[config.mk]
export PLATFORM = sky130hd
export DESIGN_NAME = sram_fifo_ctrl
export DESIGN_NICKNAME = d
export VERILOG_FILES = /design/src/rtl/fifo_pkg.sv /design/src/rtl/fifo_ram.sv /design/src/rtl/sram_fifo_ctrl.sv
export SDC_FILE = /design/constraint.sdc
export NUM_CORES = 1
export LEC_CHECK = 0
export BUFFER_PORTS_ARGS = -buffer_cell sky130_fd_sc_hd__buf_2
export CAP_MARGIN = 20
export CELL_PAD_IN_SITES_DETAIL_PLACEMENT = 1
export CELL_PAD_IN_SITES_GLOBAL_PLACEMENT = 2
export CORE_MARGIN = 8
export CORE_UTILIZATION = 40
export CTS_BUF_LIST = sky130_fd_sc_hd__clkbuf_4 sky130_fd_sc_hd__clkbuf_8
export DETAILED_ROUTE_END_ITERATION = 6
export PLACE_DENSITY_LB_ADDON = 0.1
export SLEW_MARGIN = 25
export SYNTH_ARGS = -nofsm -noshare
export SYNTH_HDL_FRONTEND = slang
export SYNTH_HIERARCHICAL = 1
export SYNTH_SLANG_ARGS = --single-unit
[constraint.sdc]
create_clock -name clk -period 2.9 [get_ports clk]
set_input_delay 0.435 -clock clk [delete_from_list [all_inputs] [get_ports clk]]
set_output_delay 0.435 -clock clk [all_outputs]
set_load 0.01 [all_outputs]
[src/rtl/fifo_pkg.sv]
// -----------------------------------------------------------------------------
// fifo_pkg
// Shared constants and helpers for sram_fifo_ctrl and fifo_ram.
//   - default parameter values of the FIFO
//   - clog2() for pointer sizing
//   - derived count width (pointer width + 1, so the count can reach DEPTH)
// -----------------------------------------------------------------------------
package fifo_pkg;

   localparam int unsigned DEF_DATA_WIDTH    = 12;
   localparam int unsigned DEF_DEPTH         = 8;
   localparam int unsigned DEF_AEMPTY_THRESH = 2;
   localparam int unsigned DEF_AFULL_THRESH  = DEF_DEPTH - 2;
   localparam int unsigned DEF_FWFT          = 0;

   // Smallest r with 2**r >= n; n is expected to be >= 2
   function automatic int unsigned clog2(input int unsigned n);
      int unsigned r;
      r = 0;
      for (int unsigned i = 0; i < 31; i++) begin
         if ((32'd1 << i) < n) r = i + 1;
      end
      return r;
   endfunction

   // Count must represent 0..DEPTH inclusive
   function automatic int unsigned count_width(input int unsigned depth);
      return clog2(depth) + 1;
   endfunction

   localparam int unsigned DEF_ADDR_WIDTH  = clog2(DEF_DEPTH);
   localparam int unsigned DEF_COUNT_WIDTH = DEF_ADDR_WIDTH + 1;

endpackage : fifo_pkg

[src/rtl/fifo_ram.sv]
// -----------------------------------------------------------------------------
// fifo_ram
// DEPTH x DATA_WIDTH register array, one synchronous write port and one
// asynchronous read port. Contents are deliberately not reset.
// Ports:
//   clk   in   clock
//   we    in   write enable
//   waddr in   write address
//   wdata in   write data
//   raddr in   read address
//   rdata out  read data (combinational from raddr)
// -----------------------------------------------------------------------------
module fifo_ram
   import fifo_pkg::*;
#(
   parameter int unsigned DATA_WIDTH = DEF_DATA_WIDTH,
   parameter int unsigned DEPTH      = DEF_DEPTH,
   parameter int unsigned ADDR_WIDTH = clog2(DEPTH)
) (
   input  logic                  clk,
   input  logic                  we,
   input  logic [ADDR_WIDTH-1:0] waddr,
   input  logic [DATA_WIDTH-1:0] wdata,
   input  logic [ADDR_WIDTH-1:0] raddr,
   output logic [DATA_WIDTH-1:0] rdata
);

   logic [DATA_WIDTH-1:0] mem [DEPTH];

   // Write port
   always_ff @(posedge clk) begin
      if (we) mem[waddr] <= wdata;
   end

   // Read port
   assign rdata = mem[raddr];

endmodule : fifo_ram

[src/rtl/sram_fifo_ctrl.sv]
// -----------------------------------------------------------------------------
// sram_fifo_ctrl
// Single-clock FIFO around fifo_ram with occupancy count, registered status
// flags, overflow/underflow pulses and an optional first-word-fall-through
// output stage.
// Ports:
//   clk           in   clock, rising edge
//   rst           in   asynchronous active-high reset
//   wr_en / din   in   write request and data
//   rd_en         in   read request (FWFT: pop the word shown on dout)
//   dout          out  read data
//   dout_valid    out  dout holds valid data
//   count         out  stored words, 0..DEPTH
//   full, empty, almost_full, almost_empty  out  registered status flags
//   overflow      out  one-cycle pulse per rejected write
//   underflow     out  one-cycle pulse per rejected read
// -----------------------------------------------------------------------------
module sram_fifo_ctrl
   import fifo_pkg::*;
#(
   parameter int unsigned DATA_WIDTH    = DEF_DATA_WIDTH,
   parameter int unsigned DEPTH         = DEF_DEPTH,
   parameter int unsigned ADDR_WIDTH    = clog2(DEPTH),
   parameter int unsigned AFULL_THRESH  = DEPTH - 2,
   parameter int unsigned AEMPTY_THRESH = DEF_AEMPTY_THRESH,
   parameter int unsigned FWFT          = DEF_FWFT
) (
   input  logic                  clk,
   input  logic                  rst,
   input  logic                  wr_en,
   input  logic [DATA_WIDTH-1:0] din,
   input  logic                  rd_en,
   output logic [DATA_WIDTH-1:0] dout,
   output logic                  dout_valid,
   output logic [ADDR_WIDTH:0]   count,
   output logic                  full,
   output logic                  empty,
   output logic                  almost_full,
   output logic                  almost_empty,
   output logic                  overflow,
   output logic                  underflow
);

   localparam int unsigned CNT_W = ADDR_WIDTH + 1;

   logic [ADDR_WIDTH-1:0] wr_ptr_q, wr_ptr_d;
   logic [ADDR_WIDTH-1:0] rd_ptr_q, rd_ptr_d;
   logic [CNT_W-1:0]      count_q,  count_d;
   logic                  full_q,   full_d;
   logic                  empty_q,  empty_d;
   logic                  afull_q,  afull_d;
   logic                  aempty_q, aempty_d;
   logic                  ovf_q,    ovf_d;
   logic                  udf_q,    udf_d;
   logic                  rd_acc;
   logic                  wr_acc;
   logic [DATA_WIDTH-1:0] ram_rdata;

   // Pointer increment with explicit wrap at DEPTH-1 (DEPTH need not be 2**N)
   function automatic logic [ADDR_WIDTH-1:0] ptr_inc(input logic [ADDR_WIDTH-1:0] p);
      return (p == ADDR_WIDTH'(DEPTH - 1)) ? '0 : p + ADDR_WIDTH'(1);
   endfunction

   // Acceptance, pointer/count next state and flags from the next count
   always_comb begin
      rd_ptr_d = rd_ptr_q;
      wr_ptr_d = wr_ptr_q;

      rd_acc = rd_en && !empty_q;
      // At full a same-cycle accepted read frees the slot being written
      wr_acc = wr_en && (!full_q || rd_acc);

      if (rd_acc) rd_ptr_d = ptr_inc(rd_ptr_q);
      if (wr_acc) wr_ptr_d = ptr_inc(wr_ptr_q);

      count_d  = count_q + CNT_W'(wr_acc) - CNT_W'(rd_acc);
      full_d   = (count_d == CNT_W'(DEPTH));
      empty_d  = (count_d == '0);
      afull_d  = (count_d >= CNT_W'(AFULL_THRESH));
      aempty_d = (count_d <= CNT_W'(AEMPTY_THRESH));

      ovf_d = wr_en && !wr_acc;
      udf_d = rd_en && !rd_acc;
   end

   // Control state registers
   always_ff @(posedge clk or posedge rst) begin
      if (rst) begin
         wr_ptr_q <= '0;
         rd_ptr_q <= '0;
         count_q  <= '0;
         full_q   <= 1'b0;
         empty_q  <= 1'b1;
         afull_q  <= 1'b0;
         aempty_q <= 1'b1;
         ovf_q    <= 1'b0;
         udf_q    <= 1'b0;
      end else begin
         wr_ptr_q <= wr_ptr_d;
         rd_ptr_q <= rd_ptr_d;
         count_q  <= count_d;
         full_q   <= full_d;
         empty_q  <= empty_d;
         afull_q  <= afull_d;
         aempty_q <= aempty_d;
         ovf_q    <= ovf_d;
         udf_q    <= udf_d;
      end
   end

   fifo_ram #(
      .DATA_WIDTH (DATA_WIDTH),
      .DEPTH      (DEPTH),
      .ADDR_WIDTH (ADDR_WIDTH)
   ) u_ram (
      .clk   (clk),
      .we    (wr_acc),
      .waddr (wr_ptr_q),
      .wdata (din),
      .raddr (rd_ptr_q),
      .rdata (ram_rdata)
   );

   // Output stage: fall-through head or registered read data
   if (FWFT != 0) begin : g_fwft
      // Gate with empty so dout reads 0 after reset rather than stale memory
      assign dout       = empty_q ? '0 : ram_rdata;
      assign dout_valid = !empty_q;
   end else begin : g_std
      logic [DATA_WIDTH-1:0] dout_q, dout_d;
      logic                  valid_q, valid_d;

      always_comb begin
         dout_d  = dout_q;
         valid_d = rd_acc;
         if (rd_acc) dout_d = ram_rdata;
      end

      always_ff @(posedge clk or posedge rst) begin
         if (rst) begin
            dout_q  <= '0;
            valid_q <= 1'b0;
         end else begin
            dout_q  <= dout_d;
            valid_q <= valid_d;
         end
      end

      assign dout       = dout_q;
      assign dout_valid = valid_q;
   end

   assign count        = count_q;
   assign full         = full_q;
   assign empty        = empty_q;
   assign almost_full  = afull_q;
   assign almost_empty = aempty_q;
   assign overflow     = ovf_q;
   assign underflow    = udf_q;

endmodule : sram_fifo_ctrl
Word level (Yosys, flattened, before mapping)
Memory sizes are Yosys's and may differ from the RTL's. A register that Yosys moved wholly into a read port is not among the register bits.
Cells that the tools add are included.
{"block": "classes", "add_sub_neg": 4, "n_mul": 0, "n_div": 0, "order_cmp": 2, "n_eq_ne": 3, "shifts": 0, "mux": 4, "n_bitwise": 0, "reduce_logical": 10}
{"op": "3-bit by 1-bit adder with 3-bit output, second input constant", "n": 2}
{"op": "3-bit == test, second input constant", "n": 2}
{"op": "3-bit 2-to-1 mux", "n": 2}
{"op": "4-bit by 1-bit adder with 4-bit output", "n": 1}
{"op": "4-bit == test, second input constant", "n": 1}
{"op": "4-bit by 3-bit >= comparator with 1-bit output, second input constant", "n": 1}
{"op": "4-bit by 2-bit less-or-equal comparator with 1-bit output, second input constant", "n": 1}
{"op": "1-bit logical AND", "n": 4}
{"op": "1-bit logical NOT", "n": 4}
{"op": "4-bit logical NOT", "n": 1}
{"op": "4-bit by 1-bit subtractor with 4-bit output", "n": 1}
{"op": "1-bit 2-to-1 mux", "n": 2}
{"op": "1-bit logical OR", "n": 1}
{"block": "totals", "reg_bits": 17, "latch_bits": 0, "mem_bits_rw": 96, "mem_bits_ro": 0, "input_bits": 16, "output_inout_bits": 23, "elab_cells": 34, "mem_count": 1}
{"memory": "u_ram.mem", "words": 8, "word_bits": 12, "rd": 1, "rd_ports_with_merged_regs": 1, "write_ports": 1, "line_no": "fifo_ram.sv:28", "source": "logic [DATA_WIDTH-1:0] mem [DEPTH];"}

Longest topological paths before layout
Gate-level depths: netlist of the first run.
{"block": "depth", "ltp_word": 7, "depth_mapped": 11, "ltp_nobuf": 10}

Cells and area by module
Netlist of the first run, hierarchy kept.
{"module": "fifo_ram", "n_inst": 1, "cells_per_inst": 152, "area_per_inst_um2": 3747.3, "seq_area_each_um2": 2882.8}
{"module": "sram_fifo_ctrl", "n_inst": 1, "cells_per_inst": 119, "area_per_inst_um2": 1301.2, "seq_area_each_um2": 728.2}

Worst setup path before layout of the first run
No wires, ideal clock.
{"block": "synth_path", "path_type": "register to register", "startpoint": "reg empty_q (netlist: empty)", "endpoint": "reg full_q (netlist: full)", "setup_time_ns": 0.080, "arrival_time_ns": 2.513, "t_required_ns": 2.820, "setup_slack_ns": 0.307, "path_stages_with_launch": 12, "path_cell_list": "dfstp_2 -> nand2b_4 -> buf_6 -> inv_1 -> buf_4 -> ha_1 -> inv_1 -> ha_1 -> fa_1 -> xor2_1 -> or3_4 -> nor3_2"}
{"block": "synth_via", "elab_chain_cells": 7}
{"element": "start, declared", "line_no": "sram_fifo_ctrl.sv:50", "source": "logic empty_q, empty_d;"}
{"element": "start signal, assigned", "line_no": "sram_fifo_ctrl.sv:103", "source": "empty_q <= empty_d;"}
{"element": "1-bit logical NOT (*)", "line_no": "sram_fifo_ctrl.sv:69", "source": "rd_acc = rd_en && !empty_q;"}
{"element": "1-bit logical AND (*)", "line_no": "sram_fifo_ctrl.sv:69"}
{"element": "via g_std.valid_d", "line_no": "sram_fifo_ctrl.sv:131", "source": "logic valid_q, valid_d;"}
{"element": "1-bit logical OR", "line_no": "sram_fifo_ctrl.sv:71", "source": "wr_acc = wr_en && (!full_q || rd_acc);"}
{"element": "1-bit logical AND", "line_no": "sram_fifo_ctrl.sv:71"}
{"element": "4-bit by 1-bit adder with 4-bit output", "line_no": "sram_fifo_ctrl.sv:76", "source": "count_d = count_q + CNT_W'(wr_acc) - CNT_W'(rd_acc);"}
{"element": "4-bit by 1-bit subtractor with 4-bit output (*)", "line_no": "sram_fifo_ctrl.sv:76"}
{"element": "via count_d[2]", "line_no": "sram_fifo_ctrl.sv:48", "source": "logic [CNT_W-1:0] count_q, count_d;"}
{"element": "4-bit == test (*)", "line_no": "sram_fifo_ctrl.sv:77", "source": "full_d = (count_d == CNT_W'(DEPTH));"}
{"element": "via full_d", "line_no": "sram_fifo_ctrl.sv:49", "source": "logic full_q, full_d;"}
{"element": "end signal, assigned", "line_no": "sram_fifo_ctrl.sv:102", "source": "full_q <= full_d;"}
{"element": "end, declared", "line_no": "sram_fifo_ctrl.sv:49"}
Mark *: on every way through the listed nets, which the timed path passes. The rest lies on a longest branch.
A chain may end at the register's enable or synchronous reset.

Final worst setup path of the first run
{"block": "layout_path", "startpoint": "reg empty_q (netlist: empty)", "endpoint": "reg full_q (netlist: full)"}
{"block": "layout_via", "elab_chain_cells": 7}
{"element": "1-bit logical NOT (*)", "line_no": "sram_fifo_ctrl.sv:69"}
{"element": "1-bit logical AND (*)", "line_no": "sram_fifo_ctrl.sv:69"}
{"element": "1-bit logical OR", "line_no": "sram_fifo_ctrl.sv:71"}
{"element": "1-bit logical AND", "line_no": "sram_fifo_ctrl.sv:71"}
{"element": "4-bit by 1-bit adder with 4-bit output", "line_no": "sram_fifo_ctrl.sv:76"}
{"element": "4-bit by 1-bit subtractor with 4-bit output (*)", "line_no": "sram_fifo_ctrl.sv:76"}
{"element": "via count_d[2]", "line_no": "sram_fifo_ctrl.sv:48"}
{"element": "4-bit == test (*)", "line_no": "sram_fifo_ctrl.sv:77"}
{"element": "via full_d", "line_no": "sram_fifo_ctrl.sv:49"}
Marked as above.

==> impl_metrics.tcl, run 1 <==
set metrics [dict create \
    status "finished, final reports clean" \
    power.density_nw_per_um2 942 \
    synth_edf_count 96 \
    finalMaxSlewViolations 0 \
    syn2layout_area_growth_pct 15.4 \
    pwr-share-clk_pct 22.0 \
    routed_wl_mm 10.1 \
    holdCritPathClass "input port to async pin" \
    crit_path_max_incr_delay_ns 0.54 \
    fin_nets 360 \
    synth_fa_ha_area_share_pct 2.38 \
    max_slew_margin_pct 52.7 \
    combPwrFrac_pct 32.3 \
    globalplace.congestion 0.715 \
    setup_viol 0 \
    p_leak_nw 2.27 \
    intPower_mw 3.73 \
    placed_cell_area_um2 5520 \
    grt_pass1_vias 2746 \
    cp_top_family "adder cells" \
    die_y_um 128 \
    finalNonFillerCells 520 \
    final.setup.tns_ns 0 \
    arrival_ns 2.76 \
    synth_xor_area_share_pct 0.520 \
    core_area_um2 12500 \
    vias 2501 \
    antenna_cells 0 \
    layout_setup_ws_ns 0.502 \
    layout-drive-gt1-share_pct 31.9 \
    die_w_um 128 \
    place_hpwl_mm 6.77 \
    netlist_area_um2 5050 \
    cp_cell_sequence "nand2b_4 -> inv_1 -> ha_1 -> inv_1 -> ha_1 -> fa_1 -> xor2_1 -> or3_4 -> nor3_2" \
    die_area_um2 16500 \
    drc_errors 0 \
    numCtsBuffers 17 \
    max_freq_ghz 0.417 \
    synthSimpleGateAreaFrac_pct 6.20 \
    clock_latency_ns 0.43 \
    vias_per_cell 4.81 \
    cts_tree "done" \
    share_seq_of_total_power_pct 45.7 \
    fin_hold_ws_ns 0.0841 \
    dp.cells 488 \
    wl_per_cell_um 19.4 \
    grt-ovfl-total 0 \
    grt_pass1_wl_mm 15.9 \
    dp_slack_ns 0.392 \
    switchingPower_mw 1.76 \
    ys_seq_area_share_pct 71.5 \
    firstDrtPassIters 4 \
    netlist_instances 271 \
    cts_setup_buffers 0 \
    yosysUniqueCellTypes 34 \
    min_period_over_period_pct 82.7 \
    grt_use_total_pct 13.4 \
    grt_max_degree 30 \
    slowest_stage "dfstp_2" \
    fin_util_pct 46.8 \
    fin_crit_ns 2.40 \
    clockBufferDepth 2 \
    hold_violations 0 \
    grt_antenna_before_repair 0 \
    postRouteAntennaNets 0 \
    htreeDepth 4 \
    crit_path_end_kind "register" \
    tightest_slew_ns 0.709 \
    io_buffers 38 \
    peakVddDrop_mv 0.396 \
    worst-endpoint-required_ns 3.26 \
    critPathBufInv 2 \
    finClkSkew_ns 0.00986 \
    syn_avg_cell_area_um2 18.6 \
    synthArstFlopShare_pct 23.2 \
    synth_top_family_by_area "multiplexers" \
    swShare_pct 32.1 \
    drt_iter0_drc 113 \
    clkTransAtPathRegs_ns 0.07 \
    rows 41 \
    post_cts_resized 0 \
    cp_max_fo 4 \
    postCtsHoldBufs 0 \
    initial_core_util_pct 40.5 \
    clock-sinks 125 \
    p_total_mw 5.49 \
    synthMuxAreaShare_pct 15.8 \
    rsz0062_at_grt "no" \
    design_area_um2 5830 \
    nFillCells 1200 \
    synth-main-ff-cell "edfxtp_1" \
    synth_nets 296 \
    cts-root-buf "clkbuf_8" \
    synth_compound_area_share_pct 1.54 \
    worst_setup_path_start_kind "register" \
    critPathKind "register to register" \
    ys_warn_count 6 \
    ys_seq_elements 125 \
    ioPinCount 39 \
    cap_violations 0 \
]
final cells by class:
type / instances / area [µm²] / area share (%)
well taps: 172 / 215 / 3.69
inverters: 7 / 26.3 / 0.451
repair buffers: 55 / 318 / 5.45
flip-flops and latches: 125 / 3610 / 62.0
clock buffers: 20 / 256 / 4.40
multi-input cells: 129 / 1350 / 23.1
clock inverters: 12 / 55.1 / 0.945
state kept, by name (all words and copies together) (netlist names):
register      flops
rd_ptr_q          3
almost_empty      1
almost_full       1
u_ram/mem        96
underflow         1
full              1
empty             1
dout             12
dout_valid        1
count             4
wr_ptr_q          3
overflow          1
cells in the mapped netlist, types with 2 or more instances:
| library cell | n | share of area [%] |
|---|---|---|
| mux2_2 | 12 | 2.7 |
| inv_1 | 7 | 0.52 |
| nand3_1 | 2 | 0.20 |
| buf_6 | 4 | 0.89 |
| nor3_1 | 3 | 0.30 |
| ha_1 | 8 | 2.0 |
| clkbuf_1 | 2 | 0.15 |
| dfrtp_1 | 27 | 13 |
| nand2_1 | 45 | 3.3 |
| nor3_2 | 2 | 0.40 |
| and3_1 | 2 | 0.25 |
| a21oi_1 | 2 | 0.20 |
| dfstp_2 | 2 | 1.0 |
| edfxtp_1 | 96 | 57 |
| mux4_2 | 3 | 1.3 |
| mux4_1 | 21 | 11 |
| mux2_4 | 3 | 0.89 |
| buf_2 | 3 | 0.30 |
| a21o_1 | 2 | 0.30 |
| xor2_1 | 2 | 0.35 |
| nor2_1 | 8 | 0.59 |
| nand2b_1 | 3 | 0.37 |
power groups by stage:
stage | logic (mW) | clock network, mW | registers (mW)
2_1_floorplan | 1.19 | 0 | 2.55
3_3_place_gp | 1.79 | 0 | 2.55
3_5_place_dp | 1.80 | 0 | 2.56
4_1_cts | 1.81 | 1.25 | 2.52
5_1_grt | 1.96 | 1.32 | 2.56
6_report | 1.77 | 1.21 | 2.51
layer usage:
layer,part of all wire (%),GRT usage [%],vias to the layer above
met5,0,0,-
met4,0.97,4.62,0
met3,4.5,4.63,9
met2,47,20.1,44
met1,47,17.8,1272
li1,-,-,1176
cells in the final DEF (no fill, tap or decap), drive strengths merged, types with 3 or more instances in the layout:
cell    instances
a21oi           3
buf            55
clkbuf         20
clkinv         11
dfrtp          27
edfxtp         96
ha              8
inv             7
mux2           15
mux4           24
nand2          45
nand2b          4
nor2            8
nor3            5
cell families (layout without fill, tap and decap cells):
group                    after synthesis  count (layout)
adder cells (fa/ha/maj)                9               9
multiplexers                          39              39
AO/OA/AOI/OAI                          9               9
AND/OR/NAND/NOR                       69              69
XOR/XNOR                               3               3
flip-flops                           125             125
buffers and inverters                 17              94
final timing paths:
path / endpoint / cells past startpoint / start / slack [ns]
min in group clk: underflow$_DFF_PP0_ / 2 / rd_en / 0.26
max: full$_DFF_PP0_ / 9 / empty$_DFF_PP1_ / 0.50
min reg2reg: dout[8]$_DFFE_PP0P_ / 2 / dout[8]$_DFFE_PP0P_ / 0.47
max reg2reg: full$_DFF_PP0_ / 9 / empty$_DFF_PP1_ / 0.50
min: dout[7]$_DFFE_PP0P_ / 2 / rst / 0.08
max in group asynchronous: rd_ptr_q[1]$_DFFE_PP0P_ / 2 / rst / 2.39
Note: power is estimated with default switching activity, not from simulation.
==> run 2, diff against run 1 <==
==> constraint.sdc (replaced) <==
create_clock -name clk -period 2 [get_ports clk]
set_input_delay 0.3 -clock clk [delete_from_list [all_inputs] [get_ports clk]]
set_output_delay 0.3 -clock clk [all_outputs]
set_load 0.01 [all_outputs]
==> run 2 against run 1 <==
  * Power is 62% higher
  * Via count is 3.8% higher
  * Critical endpoint unchanged
  * Count of clock-buffer cells in the layout is 1 lower
  * Critical path type unchanged
  * The run now ends with setup timing left
  * Sequential cell count stayed put
  * Clock skew hardly changed
  * Worst setup slack worse by 0.79 ns
  * Critical path depth stayed put
==> impl_metrics.tcl, run 2 (synthesized netlist as in run 1, its figures left out) <==
set metrics [dict create \
    cp-endpoint "full$_DFF_PP0_" \
    grt_pass1_wl_mm 15.7 \
    switchingPower_mw 2.83 \
    finalMaxSlewViolations 0 \
    wl_per_cell_um 19.2 \
    rows 41 \
    max_freq_ghz 0.437 \
    layout-drive-gt1-share_pct 37.3 \
    clockBufferDepth 2 \
    cp_cell_sequence "nand2b_4 -> a21boi_4 -> inv_2 -> ha_4 -> inv_2 -> ha_4 -> fa_2 -> or3_4 -> nor3_2" \
    final.setup.tns_ns -1.17 \
    combPwrFrac_pct 36.0 \
    max_slew_margin_pct 75.3 \
    setup_viol 6 \
    cp.depth 9 \
    status "finished, violations left" \
    swShare_pct 31.7 \
    die_w_um 128 \
    fin_crit_ns 2.29 \
    cts-root-buf "clkbuf_8" \
    initial_core_util_pct 40.5 \
    cp_top_family "adder cells" \
    failed_checks "setup timing" \
    numCtsBuffers 17 \
    r2r_end "full$_DFF_PP0_" \
    clock-sinks 125 \
    finClkSkew_ns 0.00953 \
    pwr-share-clk_pct 23.4 \
    min_period_over_period_pct 115 \
    cts_tree "done" \
    firstDrtPassIters 4 \
    io_buffers 38 \
    cp_max_fo 4 \
    largest_reg_flops 96 \
    p_leak_nw 2.36 \
    drt_iter0_drc 138 \
    crit_path_max_incr_delay_ns 0.53 \
    antenna_cells 0 \
    peakVddDrop_mv 0.551 \
    largest-register "u_ram/mem" \
    fin_util_pct 49.0 \
    arrival_ns 2.65 \
    hold_violations 0 \
    htreeDepth 4 \
    place_hpwl_mm 6.20 \
    vias 2597 \
    power.density_nw_per_um2 1460 \
    intPower_mw 6.08 \
    routed_wl_mm 10.1 \
    grt_pass1_vias 2779 \
    worst-endpoint-required_ns 2.36 \
    fin_nets 370 \
    core_area_um2 12500 \
    globalplace.congestion 0.742 \
    slowest_stage "dfstp_2" \
    crit_path_end_kind "register" \
    final_cell_mix "edfxtp_1, nand2_1, buf_2" \
    rsz0062_at_grt "yes" \
    layout_setup_ws_ns -0.291 \
    clock_latency_ns 0.43 \
    grt_use_total_pct 13.4 \
    grt_max_degree 30 \
    holdCritPathClass "input port to register" \
    drc_errors 0 \
    fin_hold_ws_ns 0.122 \
    die_y_um 128 \
    r2r.worst_path.cells 9 \
    worst_setup_path_start_kind "register" \
    rrSetupSlack_ns -0.29 \
    r2r_start "empty$_DFF_PP1_" \
    grt_antenna_before_repair 0 \
    clkTransAtPathRegs_ns 0.07 \
    grt-ovfl-total 0 \
    syn2layout_area_growth_pct 21.0 \
    critPathKind "register to register" \
    mostFrequentLayoutCell "edfxtp_1" \
    die_area_um2 16500 \
    crit_start "empty$_DFF_PP1_" \
    cap_violations 0 \
    tightest_slew_ns 0.368 \
    postRouteAntennaNets 0 \
    share_seq_of_total_power_pct 40.7 \
    ioPinCount 39 \
    vias_per_cell 4.91 \
    critPathBufInv 2 \
]
## run 2: power by group through the flow
stage          clock [mW]  combinational, mW  sequential, mW
4_1_cts              2.15               3.08            3.64
2_1_floorplan           0               1.79            3.71
5_1_grt              2.26               3.51            3.68
6_report             2.08               3.20            3.62
3_3_place_gp            0               2.86            3.66
3_5_place_dp            0               2.88            3.69
## run 2: stage by stage
step | cells | worst slack, ns | total power [mW] | instance area, µm²
after global routing | 529 | -0.346 | 9.45 | 6110
after global placement | 492 | -0.255 | 6.52 | 5650
final | 529 | -0.291 | 8.91 | 6110
after floorplan | 271 | -0.491 | 5.50 | 5100
after detailed placement | 492 | -0.301 | 6.57 | 5650
after CTS | 527 | -0.292 | 8.86 | 6070
## run 2: what timing repair did
action | CTS | global route
setup buffers | 4 | 4
resized for setup | 7 | 7
gates cloned | 0 | 0
setup endpoints to repair | 5 | 7
pin swaps | 4 | 4
hold endpoints to repair | 27 | 0
hold buffers | 1 | 0
## run 2: layout make-up
type | instances | area [µm²]
repair buffers | 65 | 469
clock buffers | 19 | 249
multi-input cells | 129 | 1420
well taps | 172 | 215
clock inverters | 12 | 123
fillers | 1208 | 6350
flip-flops and latches | 125 | 3610
inverters | 7 | 28.8
## run 2: metal layers
metal  up-vias  global-route usage (%)  part of all wire (%)
met4         0                    5.59                  0.91
met2        48                    20.9                    49
met3         9                    5.01                   4.9
met5         -                       0                     0
met1      1344                    16.5                    46
li1       1196                       -                     -
## run 2: worst min-delay path by stage
| stage | from | end | slack (ns) | depth (start not counted) |
|---|---|---|---|---|
| finish | rd_en | underflow$_DFF_PP0_ | 0.12 | 2 |
| global route | wr_en | overflow$_DFF_PP0_ | 0.09 | 2 |
| CTS | rd_en | underflow$_DFF_PP0_ | 0.08 | 2 |
| detailed placement | rst | dout[3]$_DFFE_PP0P_ | 0.41 | 3 |
| global placement | rst | dout[4]$_DFFE_PP0P_ | 0.39 | 3 |
| floorplan | rst | almost_full$_DFF_PP0_ | 0.38 | 1 |
==> run 3, diff against run 2 <==
--- a/config.mk
+++ b/config.mk
@@ -9,7 +9,7 @@
 export CAP_MARGIN = 20
 export CELL_PAD_IN_SITES_DETAIL_PLACEMENT = 1
 export CELL_PAD_IN_SITES_GLOBAL_PLACEMENT = 2
-export CORE_MARGIN = 8
+export CORE_MARGIN = 2
 export CORE_UTILIZATION = 40
 export CTS_BUF_LIST = sky130_fd_sc_hd__clkbuf_4 sky130_fd_sc_hd__clkbuf_8
 export DETAILED_ROUTE_END_ITERATION = 6
==> run 3 against run 2 <==
  * The run still ends with setup timing left
  * Sequential cell count stayed put
  * Final cell count down 0.76%
  * Highest routed layer unchanged
  * Via count is essentially flat
  * Largest cell class unchanged
==> impl_metrics.tcl, run 3 (synthesized netlist as in run 1, its figures left out) <==
set metrics [dict create \
    vias_per_cell 4.94 \
    ioPinCount 39 \
    numCtsBuffers 17 \
    die_y_um 116 \
    core_area_um2 12500 \
    fin_hold_ws_ns 0.134 \
    holdCritPathClass "input port to register" \
    cp_max_fo 4 \
    grt_pass1_vias 2620 \
    drt_iter0_drc 105 \
    register_area_um2 3610 \
    antenna_cells 0 \
    worst_setup_path_start_kind "register" \
    clockBufferDepth 2 \
    crit_path_max_incr_delay_ns 0.37 \
    multi_input_area_um2 1400 \
    fin_crit_ns 2.28 \
    finClkSkew_ns 0.00916 \
    htreeDepth 4 \
    largest-register "u_ram/mem" \
    die_w_um 116 \
    power.density_nw_per_um2 1400 \
    mostFrequentLayoutCell "edfxtp_1" \
    hold_violations 0 \
    clkTransAtPathRegs_ns 0.06 \
    wl_per_cell_um 19.0 \
    max_slew_margin_pct 75.3 \
    layout_setup_ws_ns -0.276 \
    io_buffers 38 \
    rsz0062_at_grt "yes" \
    clock_latency_ns 0.43 \
    slowest_stage "dfstp_2" \
    grt-ovfl-total 0 \
    die_area_um2 13500 \
    placed_cell_area_um2 5610 \
    crit_path_end_kind "register" \
    arrival_ns 2.63 \
    initial_core_util_pct 40.5 \
    final_cell_mix "edfxtp_1, nand2_1, buf_2" \
    postRouteAntennaNets 0 \
    finalMaxSlewViolations 0 \
    place_hpwl_mm 5.93 \
    layout-drive-gt1-share_pct 35.7 \
    rows 41 \
    max_freq_ghz 0.439 \
    peakVddDrop_mv 0.477 \
    firstDrtPassIters 4 \
    drc_errors 0 \
    critPathKind "register to register" \
    status "finished, violations left" \
    failed_checks "setup timing" \
    largest_reg_flops 96 \
    tightest_slew_ns 0.371 \
    syn2layout_area_growth_pct 19.0 \
    cts-root-buf "clkbuf_8" \
    grt_max_degree 30 \
    cts_tree "done" \
    grt_antenna_before_repair 0 \
    design_area_um2 6010 \
    setup_viol 5 \
    routed_wl_mm 9.99 \
    vias 2596 \
    globalplace.congestion 0.727 \
    cap_violations 0 \
    min_period_over_period_pct 114 \
    p_leak_nw 2.32 \
    cp_cell_sequence "nand2b_4 -> a21boi_4 -> inv_2 -> ha_4 -> inv_2 -> ha_4 -> fa_2 -> xor2_2 -> or3_4 -> a21oi_2" \
    worst-endpoint-required_ns 2.36 \
    grt_use_total_pct 16.5 \
    nFillCells 1199 \
    grt_pass1_wl_mm 15.4 \
    fin_nets 367 \
    clock-sinks 125 \
]
run 3: cell types whose count changed in the layout (fill, tap and decap cells not counted), moves of 2 or more:
cell / delta
o21ai_2: -2
clkbuf_4: -2
buf_12: -2
clkinv_2: +2
o21ai_1: +2
run 3: power by group:
part | leakage [nW] | total [mW] | internal [mW] | switching [mW]
Clock | 0.170 | 1.92 | 0.948 | 0.967
Combinational | 0.925 | 2.93 | 1.39 | 1.53
Sequential | 1.22 | 3.60 | 3.36 | 0.239
Total | 2.32 | 8.44 | 5.70 | 2.74
run 3: per-stage QoR:
stage / setup TNS (ns) / power, mW / std cells / worst slack [ns] / utilization (%)
global route: -1.45 / 8.98 / 525 / -0.359 / 48.2
finish: -0.928 / 8.44 / 525 / -0.276 / 48.2
detailed placement: -0.910 / 6.50 / 491 / -0.319 / 45.0
global placement: -0.655 / 6.44 / 491 / -0.263 / 45.0
floorplan: -1.40 / 5.50 / 271 / -0.491 / -
CTS: -0.838 / 8.48 / 523 / -0.289 / 47.9
run 3: final timing paths:
kind	slack, ns	depth (start not counted)	endpoint	from
max in group asynchronous	1.20	4	empty$_DFF_PP1_	rst
max reg2reg	-0.28	10	empty$_DFF_PP1_	empty$_DFF_PP1_
min	0.13	2	overflow$_DFF_PP0_	wr_en
min in group asynchronous	0.48	4	dout[9]$_DFFE_PP0P_	rst
min reg2reg	0.47	2	dout[9]$_DFFE_PP0P_	dout[9]$_DFFE_PP0P_
max	-0.28	10	empty$_DFF_PP1_	empty$_DFF_PP1_
run 3: area by class of cell:
| type | instances | share of cell area, % |
|---|---|---|
| sequential | 125 | 60.1 |
| multi-input combinational | 129 | 23.3 |
| timing repair buffer | 62 | 6.95 |
| clock buffer | 17 | 3.89 |
| tap | 172 | 3.58 |
| clock inverter | 13 | 1.71 |
| inverter | 7 | 0.479 |
run 3: worst max-delay path, delay by kind of cell (launching register included):
kind            cells  cell delay (ns)
compound gates      2             0.30
buf+inv             2             0.10
flops               1             0.37
simple gates        2             0.53
xor+xnor            1             0.16
fa+ha+maj           3             0.76
run 3: what timing repair did:
action	in CTS	in global routing
hold buffers	1	0
setup buffers	2	2
setup endpoints to repair	6	6
pin swaps	3	1
resized for setup	2	6
hold endpoints to repair	27	0
run 3: per-layer routing:
layer  vias to the layer above  global-route usage [%]  routed length, µm
met1                      1338                    22.8               4800
met4                         0                    7.94                250
met2                        53                    24.5               4610
li1                       1187                       -                  -
met5                         -                       0                  0
met3                        18                    4.26                323
